--- config.mk ---
export PLATFORM = sky130hd
export DESIGN_NAME = squeeze_dump_buffer
export DESIGN_NICKNAME = d
export VERILOG_FILES = /design/src/rtl/squeeze_dump_buffer.sv
export SDC_FILE = /design/constraint.sdc
export NUM_CORES = 2
export LEC_CHECK = 0
export BUFFER_PORTS_ARGS = -buffer_cell sky130_fd_sc_hd__buf_4
export CORE_AREA = 4 4 557 559
export CTS_CLUSTER_DIAMETER = 150
export DETAILED_ROUTE_END_ITERATION = 16
export DIE_AREA = 0 0 561 563
export PLACE_DENSITY = 0.5
export SLEW_MARGIN = 0
export SYNTH_ARGS = -nofsm -noshare
export SYNTH_HDL_FRONTEND = slang
export SYNTH_SLANG_ARGS = --single-unit
--- constraint.sdc ---
create_clock -name clk -period 122.5 [get_ports clk]
set_input_delay 18.375 -clock clk [delete_from_list [all_inputs] [get_ports clk]]
set_output_delay 18.375 -clock clk [all_outputs]
set_load 0.02 [all_outputs]
--- src/rtl/squeeze_dump_buffer.sv ---
// Keccak output stage: buffers up to DEPTH rate blocks and streams them as W-bit words.
// Optional keep_out byte-enable port is enabled by defining SQUEEZE_DUMP_KEEP_EN.
module squeeze_dump_buffer #(
    parameter int unsigned W        = 64,
    parameter int unsigned DEPTH    = 2,
    parameter int unsigned RATE_MAX = 1344
) (
    input  logic                clk,
    input  logic                rst,
    input  logic                cmd_valid,
    output logic                cmd_ready,
    input  logic [31:0]         output_size,
    input  logic [1:0]          operation_mode,
    input  logic [RATE_MAX-1:0] blk_data,
    input  logic                blk_we,
    output logic                blk_ready,
    output logic                last_block,
    output logic [W-1:0]        data_out,
    output logic                valid_out,
    input  logic                ready_in,
    output logic                last_out,
`ifdef SQUEEZE_DUMP_KEEP_EN
    output logic [W/8-1:0]      keep_out,
`endif
    output logic                done
);

    localparam int NW = RATE_MAX / W;
    localparam int IW = $clog2(NW);
    localparam int KW = W / 8;
    localparam int TW = (KW > 1) ? $clog2(KW) : 1;
    localparam int PW = (DEPTH > 1) ? $clog2(DEPTH) : 1;
    localparam int CW = $clog2(DEPTH + 1);
    localparam int SH = $clog2(W);

    typedef enum logic [1:0] {StIdle, StStream, StDone} state_e;

    state_e          r_state, w_state_d;
    logic [1:0]      r_mode;
    logic [31:0]     r_words_left;
    logic [31:0]     r_uncov;
    logic [TW-1:0]   r_tail;
    logic [IW-1:0]   r_idx;
    logic [PW-1:0]   r_rd_ptr, r_wr_ptr;
    logic [CW-1:0]   r_count;
    logic [W-1:0]    r_slot [DEPTH][NW];

    logic [31:0]     w_size_eff, w_words_calc, w_rate_words;
    logic [TW-1:0]   w_tail_calc;
    logic [IW-1:0]   w_last_idx;
    logic            w_xfer, w_final, w_push, w_pop;
    logic [KW-1:0]   w_keep;
    logic [W-1:0]    w_word;
    logic            w_unused_size;

    function automatic logic [IW-1:0] f_last_idx(input logic [1:0] mode);
        case (mode)
            2'd0:       return IW'(RATE_MAX / W - 1);
            2'd1, 2'd2: return IW'(1088 / W - 1);
            default:    return IW'(576 / W - 1);
        endcase
    endfunction

    function automatic logic [PW-1:0] f_inc(input logic [PW-1:0] p);
        return (32'(p) == DEPTH - 1) ? '0 : p + PW'(1);
    endfunction

    // Size is byte-granular; the low three bits carry no information.
    assign w_unused_size = ^output_size[2:0];
    assign w_size_eff    = {output_size[31:3], 3'b000};
    assign w_words_calc  = 32'((33'(w_size_eff) + 33'(W - 1)) >> SH);
    assign w_tail_calc   = TW'((output_size >> 3) % KW);

    assign w_last_idx   = f_last_idx(r_mode);
    assign w_rate_words = 32'(w_last_idx) + 32'd1;

    assign cmd_ready  = (r_state == StIdle);
    assign done       = (r_state == StDone);
    assign valid_out  = (r_state == StStream) && (r_count != '0);
    assign blk_ready  = (r_state == StStream) && (r_count < CW'(DEPTH));
    assign last_block = (r_state == StStream) && (r_uncov == '0);
    assign w_final    = (r_words_left == 32'd1);
    assign last_out   = valid_out && w_final;
    assign w_xfer     = valid_out && ready_in;
    // A block arriving with the final transfer would only be flushed, so drop it.
    assign w_push     = blk_we && blk_ready && !(w_xfer && w_final);
    assign w_pop      = w_xfer && !w_final && (r_idx == w_last_idx);

    always_comb begin
        w_keep = '1;
        if (w_final && (r_tail != '0)) begin
            for (int b = 0; b < KW; b++) w_keep[b] = (b < int'(r_tail));
        end
        w_word   = r_slot[r_rd_ptr][r_idx];
        data_out = '0;
        if (valid_out) begin
            for (int b = 0; b < KW; b++) begin
                if (w_keep[b]) data_out[b*8 +: 8] = w_word[b*8 +: 8];
            end
        end
    end

`ifdef SQUEEZE_DUMP_KEEP_EN
    assign keep_out = valid_out ? w_keep : '0;
`endif

    always_comb begin
        w_state_d = r_state;
        unique case (r_state)
            StIdle:   if (cmd_valid) w_state_d = (w_size_eff == '0) ? StDone : StStream;
            StStream: if (w_xfer && w_final) w_state_d = StDone;
            StDone:   w_state_d = StIdle;
            default:  w_state_d = StIdle;
        endcase
    end

    always_ff @(posedge clk or negedge rst) begin
        if (!rst) begin
            r_state <= StIdle;
        end else begin
            r_state <= w_state_d;
        end
    end

    always_ff @(posedge clk or negedge rst) begin
        if (!rst) begin
            r_mode       <= '0;
            r_words_left <= '0;
            r_uncov      <= '0;
            r_tail       <= '0;
            r_idx        <= '0;
            r_rd_ptr     <= '0;
            r_wr_ptr     <= '0;
            r_count      <= '0;
        end else begin
            unique case (r_state)
                StIdle: begin
                    if (cmd_valid) begin
                        r_mode       <= operation_mode;
                        r_words_left <= w_words_calc;
                        r_uncov      <= w_words_calc;
                        r_tail       <= w_tail_calc;
                    end
                end
                StStream: begin
                    if (w_xfer && !w_final) begin
                        r_words_left <= r_words_left - 32'd1;
                        r_idx        <= w_pop ? '0 : r_idx + IW'(1);
                    end
                    if (w_pop) r_rd_ptr <= f_inc(r_rd_ptr);
                    if (w_push) begin
                        r_wr_ptr <= f_inc(r_wr_ptr);
                        r_uncov  <= (r_uncov > w_rate_words) ? r_uncov - w_rate_words : '0;
                    end
                    if (w_push && !w_pop) begin
                        r_count <= r_count + CW'(1);
                    end else if (w_pop && !w_push) begin
                        r_count <= r_count - CW'(1);
                    end
                end
                default: begin
                    // Flush: unread words are discarded and the slot FIFO empties.
                    r_words_left <= '0;
                    r_uncov      <= '0;
                    r_idx        <= '0;
                    r_rd_ptr     <= '0;
                    r_wr_ptr     <= '0;
                    r_count      <= '0;
                end
            endcase
        end
    end

    always_ff @(posedge clk) begin
        if (w_push) begin
            for (int j = 0; j < NW; j++) r_slot[r_wr_ptr][j] <= blk_data[j*W +: W];
        end
    end

endmodule

* Word-level counts from Yosys, hierarchy flattened
Memories as Yosys holds them, arrays and structs flattened.
Cells that the tools add are included.
Widths: inputs -> output; s select.
** Word-level totals
- Flip-flop bits (word level) :: 80
- Bits in writable memories :: 2688
- Bits of input ports :: 1383
- Output and inout port bits :: 70
- Logic and storage cells :: 113
- Memories kept :: 1
** Operators by class
- $add $sub $neg :: 9
- $lt $le $gt $ge :: 10
- Eq/ne operators :: 12
- Muxes and demuxes :: 38
- Bitwise logic cells :: 2
- Reductions and logical operators :: 32
** Memories
- r_slot :: words 2, width 1344, read ports 1, clocked after Yosys merged registers in 0, write ports 1, RTL line 46 : logic [W-1:0] r_slot [DEPTH][NW];
** Operators with widths (number)
- $bmux 64 s5 :: 1
- $mux 64 :: 3
- $mux 32 :: 4
- $pmux 32 s2 :: 2
- $mux 8 :: 9
- $logic_not 32->1 :: 2
- $add 32x6->33 const B :: 1
- $eq 32x1->1 const B :: 1
- $gt 32x6->1 :: 1
- $sub 32x1->32 const B :: 1
- $sub 32x6->32 :: 1
- $pmux 5 s2 :: 2
- $reduce_and 2->1 :: 8
- $logic_and 1x1->1 :: 13
- $mux 2 :: 5
- $mux 5 :: 2
- $lt 3x3->1 const A :: 3
- $pmux 2 s2 :: 2
- $add 5x1->6 const B :: 1
- $ge 6x6->1 const B :: 1
- $lt 1x3->1 const A :: 2
- $lt 2x3->1 const A :: 2
- $mux 1 :: 6
- $ne 2x2->1 const B :: 3
- other kinds (18) :: 27

* Depth between registers and ports, before layout
- Depth after elaboration :: 11
- Depth in mapped cells :: 11
- Mapped depth without buffers :: 9

* Least setup slack after synthesis
No wires, ideal clock.
- Path kind :: input -> register
- Start point :: input blk_we
- End point :: register r_wr_ptr
- Library setup time :: 0.356 ns
- Arrival :: 115.440 ns
- Data required time :: 122.144 ns
- Setup slack :: 6.703 ns
- Stages on the path :: 4
- Buffers on the path :: 0
- Cell sequence :: nor2b_1 -> nand2_1 -> nor3_1 -> o21bai_1
** On the way
- Word-level cells in the longest chain between the ends :: 4
** Ends and longest elaborated chain
- start: declaration :: RTL line 15 : input logic blk_we,
- $logic_and 1x1->1 (2 in a row) :: RTL line 86 : assign w_push = blk_we && blk_ready && !(w_xfer && w_final);
- $ne 2x2->1 (no source line)
- $reduce_and 2->1 (no source line)
- end signal: assignment :: RTL line 152 : r_wr_ptr <= f_inc(r_wr_ptr);
- end: declaration :: RTL line 44 : logic [PW-1:0] r_rd_ptr, r_wr_ptr;
No other way between the ends.
A chain may end at the register's enable or synchronous reset.

* Final worst setup path
- Start point :: register r_rd_ptr
- End point :: output data_out[2]
** On the way
- Word-level cells in the longest chain between the ends :: 6
** Ends and longest elaborated chain
- start: declaration :: RTL line 44
- start signal: assignment :: RTL line 150 : if (w_pop) r_rd_ptr <= f_inc(r_rd_ptr);
- $mem_v2 2x1344
- $bmux 64 s5 :: RTL line 94 : w_word = r_slot[r_rd_ptr][r_idx];
- $mux 64 (implied by the code) (2 in a row) :: RTL line 94
- $mux 8 :: RTL line 98 : if (w_keep[b]) data_out[b*8 +: 8] = w_word[b*8 +: 8];
- $mux 64 :: RTL line 96 : if (valid_out) begin
- end: declaration :: RTL line 18 : output logic [W-1:0] data_out,
No other way between the ends. The select of a mux whose other input is x is not followed.

==> impl_summary.md <==
Floorplan
After floorplanning, the core was divided into 203 placement rows. The full die area is 316,000 um2. The vertical die dimension is 563 um. In this run the count of I/O pins placed on the die edge is 1,453.

The die is 561 um wide. The initial standard-cell utilization of the core is 35.5%. The core region is 305,000 um2.

Finish
In the layout the commonest cells are edfxtp_1, buf_4, mux4_2, clkbuf_16, nand2_1. The proportion of layout cells with a drive suffix above 1 is 36.6%. The commonest non-fill, non-tap cell in the layout is edfxtp_1.

Compared with the post-synthesis result, the final layout area differs by 24.1%. The layout net count is 8,351. The post-layout utilization of the core is 44.0%.

Drt
The count of antenna-violating nets left after detailed routing is 0. The detailed-routing iteration count for the pre-antenna-repair pass is 5. The count of routing violations after the opening detailed-route iteration is 5,192. The total length of routed wires is 389,000 um.

The routed length per instance is 34.1 um. The overall via count from detail_route is 60,600. The via density per instance is 5.32. The number of remaining DRC errors is 0.

GRT
The met2 track utilization from global routing is 41.5%. The largest net degree at the start of global routing is 155. The first-pass GRT wire length is 522,000 um. The number of antenna violations at the first check in global routing is 276. The routing layer with the top usage in global route is met2.

The routing usage on met1 is 27.3%. The overall overflow remaining after global route is 0. Global routing consumed, on the met3 layer, 8.95% of the routing resources. The overall routing resource usage is 23.9%. The number of global-route vias before repair is 62,800.

Critical path
The arrival time reported for the critical path endpoint is 6.70 ns. The reg-to-reg endpoint is r_slot[0][1070]. The beginning of the worst register-to-register path is r_state[1]. The critical path required time is 104.12 ns. In this run the register-to-register setup slack is 114.69 ns. The largest fanout on the critical path is 84. The worst setup path is captured at an output pin.

The number of cell instances on the worst register-to-register path is 12. The critical setup path kind is reg2out. The worst setup path is launched from a flip-flop.

Placement
Summed over all nets, the half-perimeter wirelength after detailed placement is 283,000 um. The post-place setup slack is 97.16 ns. The congestion estimate from routability-driven global placement came to 0.865.

Port buffering added 1,449 buffers.

Power
Dividing total power by cell area gives a power density of 21.5 nW/um2. The leakage power total is 44.8 nW. The peak supply drop is 0.0143 mV. Power comes to 2.89 mW.

CTS
In this run the post-CTS setup repair buffer count came out at 0. The number of buffers added by the clock tree synthesis step is 311. The number of buffers inserted by hold repair at cts is 0. In this run, post-CTS repair resized a total of 0 instances. The clock latency at the later pin of the worst-skew pair is 0.90 ns.

The cell at the root of the clock tree is clkbuf_16. The clock tree synthesis step divided the H-tree into 5 levels. The number of clock sinks is 2,768. The clock slew at the register clock pins of the worst setup and hold paths is 0.06 ns. The clock passes through at most 4 buffers. TritonCTS built the clock tree.

Outcome
The run finished with clean final reports.

Yosys
In the synthesized netlist the dominant register cell turns out to be edfxtp_1. After technology mapping, the gate count stands at 5,393. The number of warnings issued by yosys is 0. The synthesized design devotes to its leading area cell type 74.6% of total area.

The number of distinct library cell variants in the gate-level netlist after synthesis is 76. The area of the mapped netlist is 108,000 um2. Yosys mapped a number of flops with a built-in enable equal to 2,688.

The total nets after synthesis is 6,787. The number of register bits inferred by synthesis is 2,768. The average footprint of a synthesized cell is 20.1 um2. Yosys attributes the largest share of cell area to edfxtp_1, mux4_2, mux2i_1, dfrtp_1, nand2_1. Summed over all instances, the cell type with the most area after synthesis is edfxtp_1. The fraction of the yosys area taken by sequential cells is 76.5%. Of all flip-flops after synthesis, the portion carrying an async set or reset was 2.89%.

Job
The tool flagged a number of max-cap violations equal to 0.

Hold path
The type of the most critical hold path is reg2reg. The depth of the worst hold-timing path is 1. The worst hold path begins at r_uncov[7]. The endpoint with the worst hold slack is r_uncov[7].

STA
Clock skew on the completed layout was measured at 0.0573 ns. Setup violations remaining at the end of the flow were counted as 0. The final number of max-transition violations is 0. The fmax is 39.9 MHz. Dividing the final minimum period by the clock period gives 20.5%. Setup total negative slack on the finished layout was measured at 0 ns. The worst path needs 25.07 ns of the cycle, external delays included. The number of endpoints with negative hold slack in the final report is 0. Once routing completed, OpenROAD measured the worst setup slack at 97.43 ns. The actual transition at the worst max-transition pin is 1.23 ns.

The worst slew margin relative to its limit is 18.1%. Setup repair after global routing left no endpoint under its margin.
## critical path: stages, from the launching register on
cell,delay (ns)
dfrtp_4,0.87
buf_12,0.37
buf_4,0.78
buf_4,0.72
buf_4,0.78
mux4_2,0.61
mux4_2,0.65
nor2_1,0.15
nor3_1,0.07
a21o_1,0.21
buf_4,0.19
## sequential cells by signal (all words and copies together), names as in the netlist
register	count
r_count	2
r_idx	5
r_mode	2
r_rd_ptr	1
r_slot	2688
r_state	2
r_tail	3
r_uncov	32
r_words_left	32
r_wr_ptr	1
## logic make-up (layout without fill, tap and decap cells)
family                   count (synthesis)  after routing  synth area share (%)
adder cells (fa/ha/maj)                 11             11                 0.127
AND/OR/NAND/NOR                        664            664                  2.86
other                                    0             91                     0
multiplexers                           847            847                  14.6
flip-flops                            2768           2768                  76.5
XOR/XNOR                                21             21                 0.170
buffers and inverters                  345           2155                  1.27
AO/OA/AOI/OAI                          737            737                  4.52
## worst max-delay path by stage
| stage | depth (start not counted) | slack, ns | to | from |
|---|---|---|---|---|
| 3_5_place_dp | 11 | 97.16 | r_slot[0][1266] | blk_we |
| 5_1_grt | 10 | 96.77 | data_out[2] | r_rd_ptr |
| 3_3_place_gp | 11 | 97.26 | r_slot[0][1266] | blk_we |
| 2_1_floorplan | 4 | 6.70 | r_wr_ptr | blk_we |
| 4_1_cts | 10 | 96.87 | data_out[41] | r_rd_ptr |
| 6_report | 10 | 97.43 | data_out[2] | r_rd_ptr |
## where the power goes
group / switching [mW] / internal, mW
logic: 0.548 / 0.329
registers: 0.0251 / 1.08
clock network: 0.389 / 0.521
## metrics by stage
stage          hold WS (ns)  cell area [um2]  cells
2_1_floorplan         0.450           108000   5393
3_3_place_gp          0.473           124000  10700
3_5_place_dp          0.483           124000  10700
4_1_cts               0.499           134000  11300
5_1_grt               0.509           134000  11300
6_report              0.500           134000  11400
## Yosys cell counts (25+ instances only)
master,count
o211ai_1,51
a22oi_1,65
nor4_1,32
buf_2,45
mux4_2,581
a31oi_1,72
a221oi_1,36
nand3_1,59
clkbuf_1,210
nand2_1,269
nor3_1,59
edfxtp_1,2688
a21oi_1,134
a211oi_1,29
nor2_1,126
dfrtp_1,80
o21ai_0,171
mux2i_1,260
or3_1,25
a22o_1,33
buf_1,66
## area by class of cell
type,count,area (um2)
Sequential cell,2768,82700
Multi-Input combinational cell,2280,24200
Inverter,21,86.3
Antenna cell,91,228
Clock inverter,156,1610
Timing Repair Buffer,1575,12000
Tap cell,4100,5130
Fill cell,26700,171000
Clock buffer,403,8250
## per-layer routing
layer  part of all wire, %  wire length (um)  vias up
li1                      -                 -    25800
met1                    36            140000    31500
met2                    51            198000     2303
met3                   9.4             36500      795
met4                   3.1             12200      210
met5                  0.33              1300        -
Note: power is estimated with default switching activity, not from simulation.
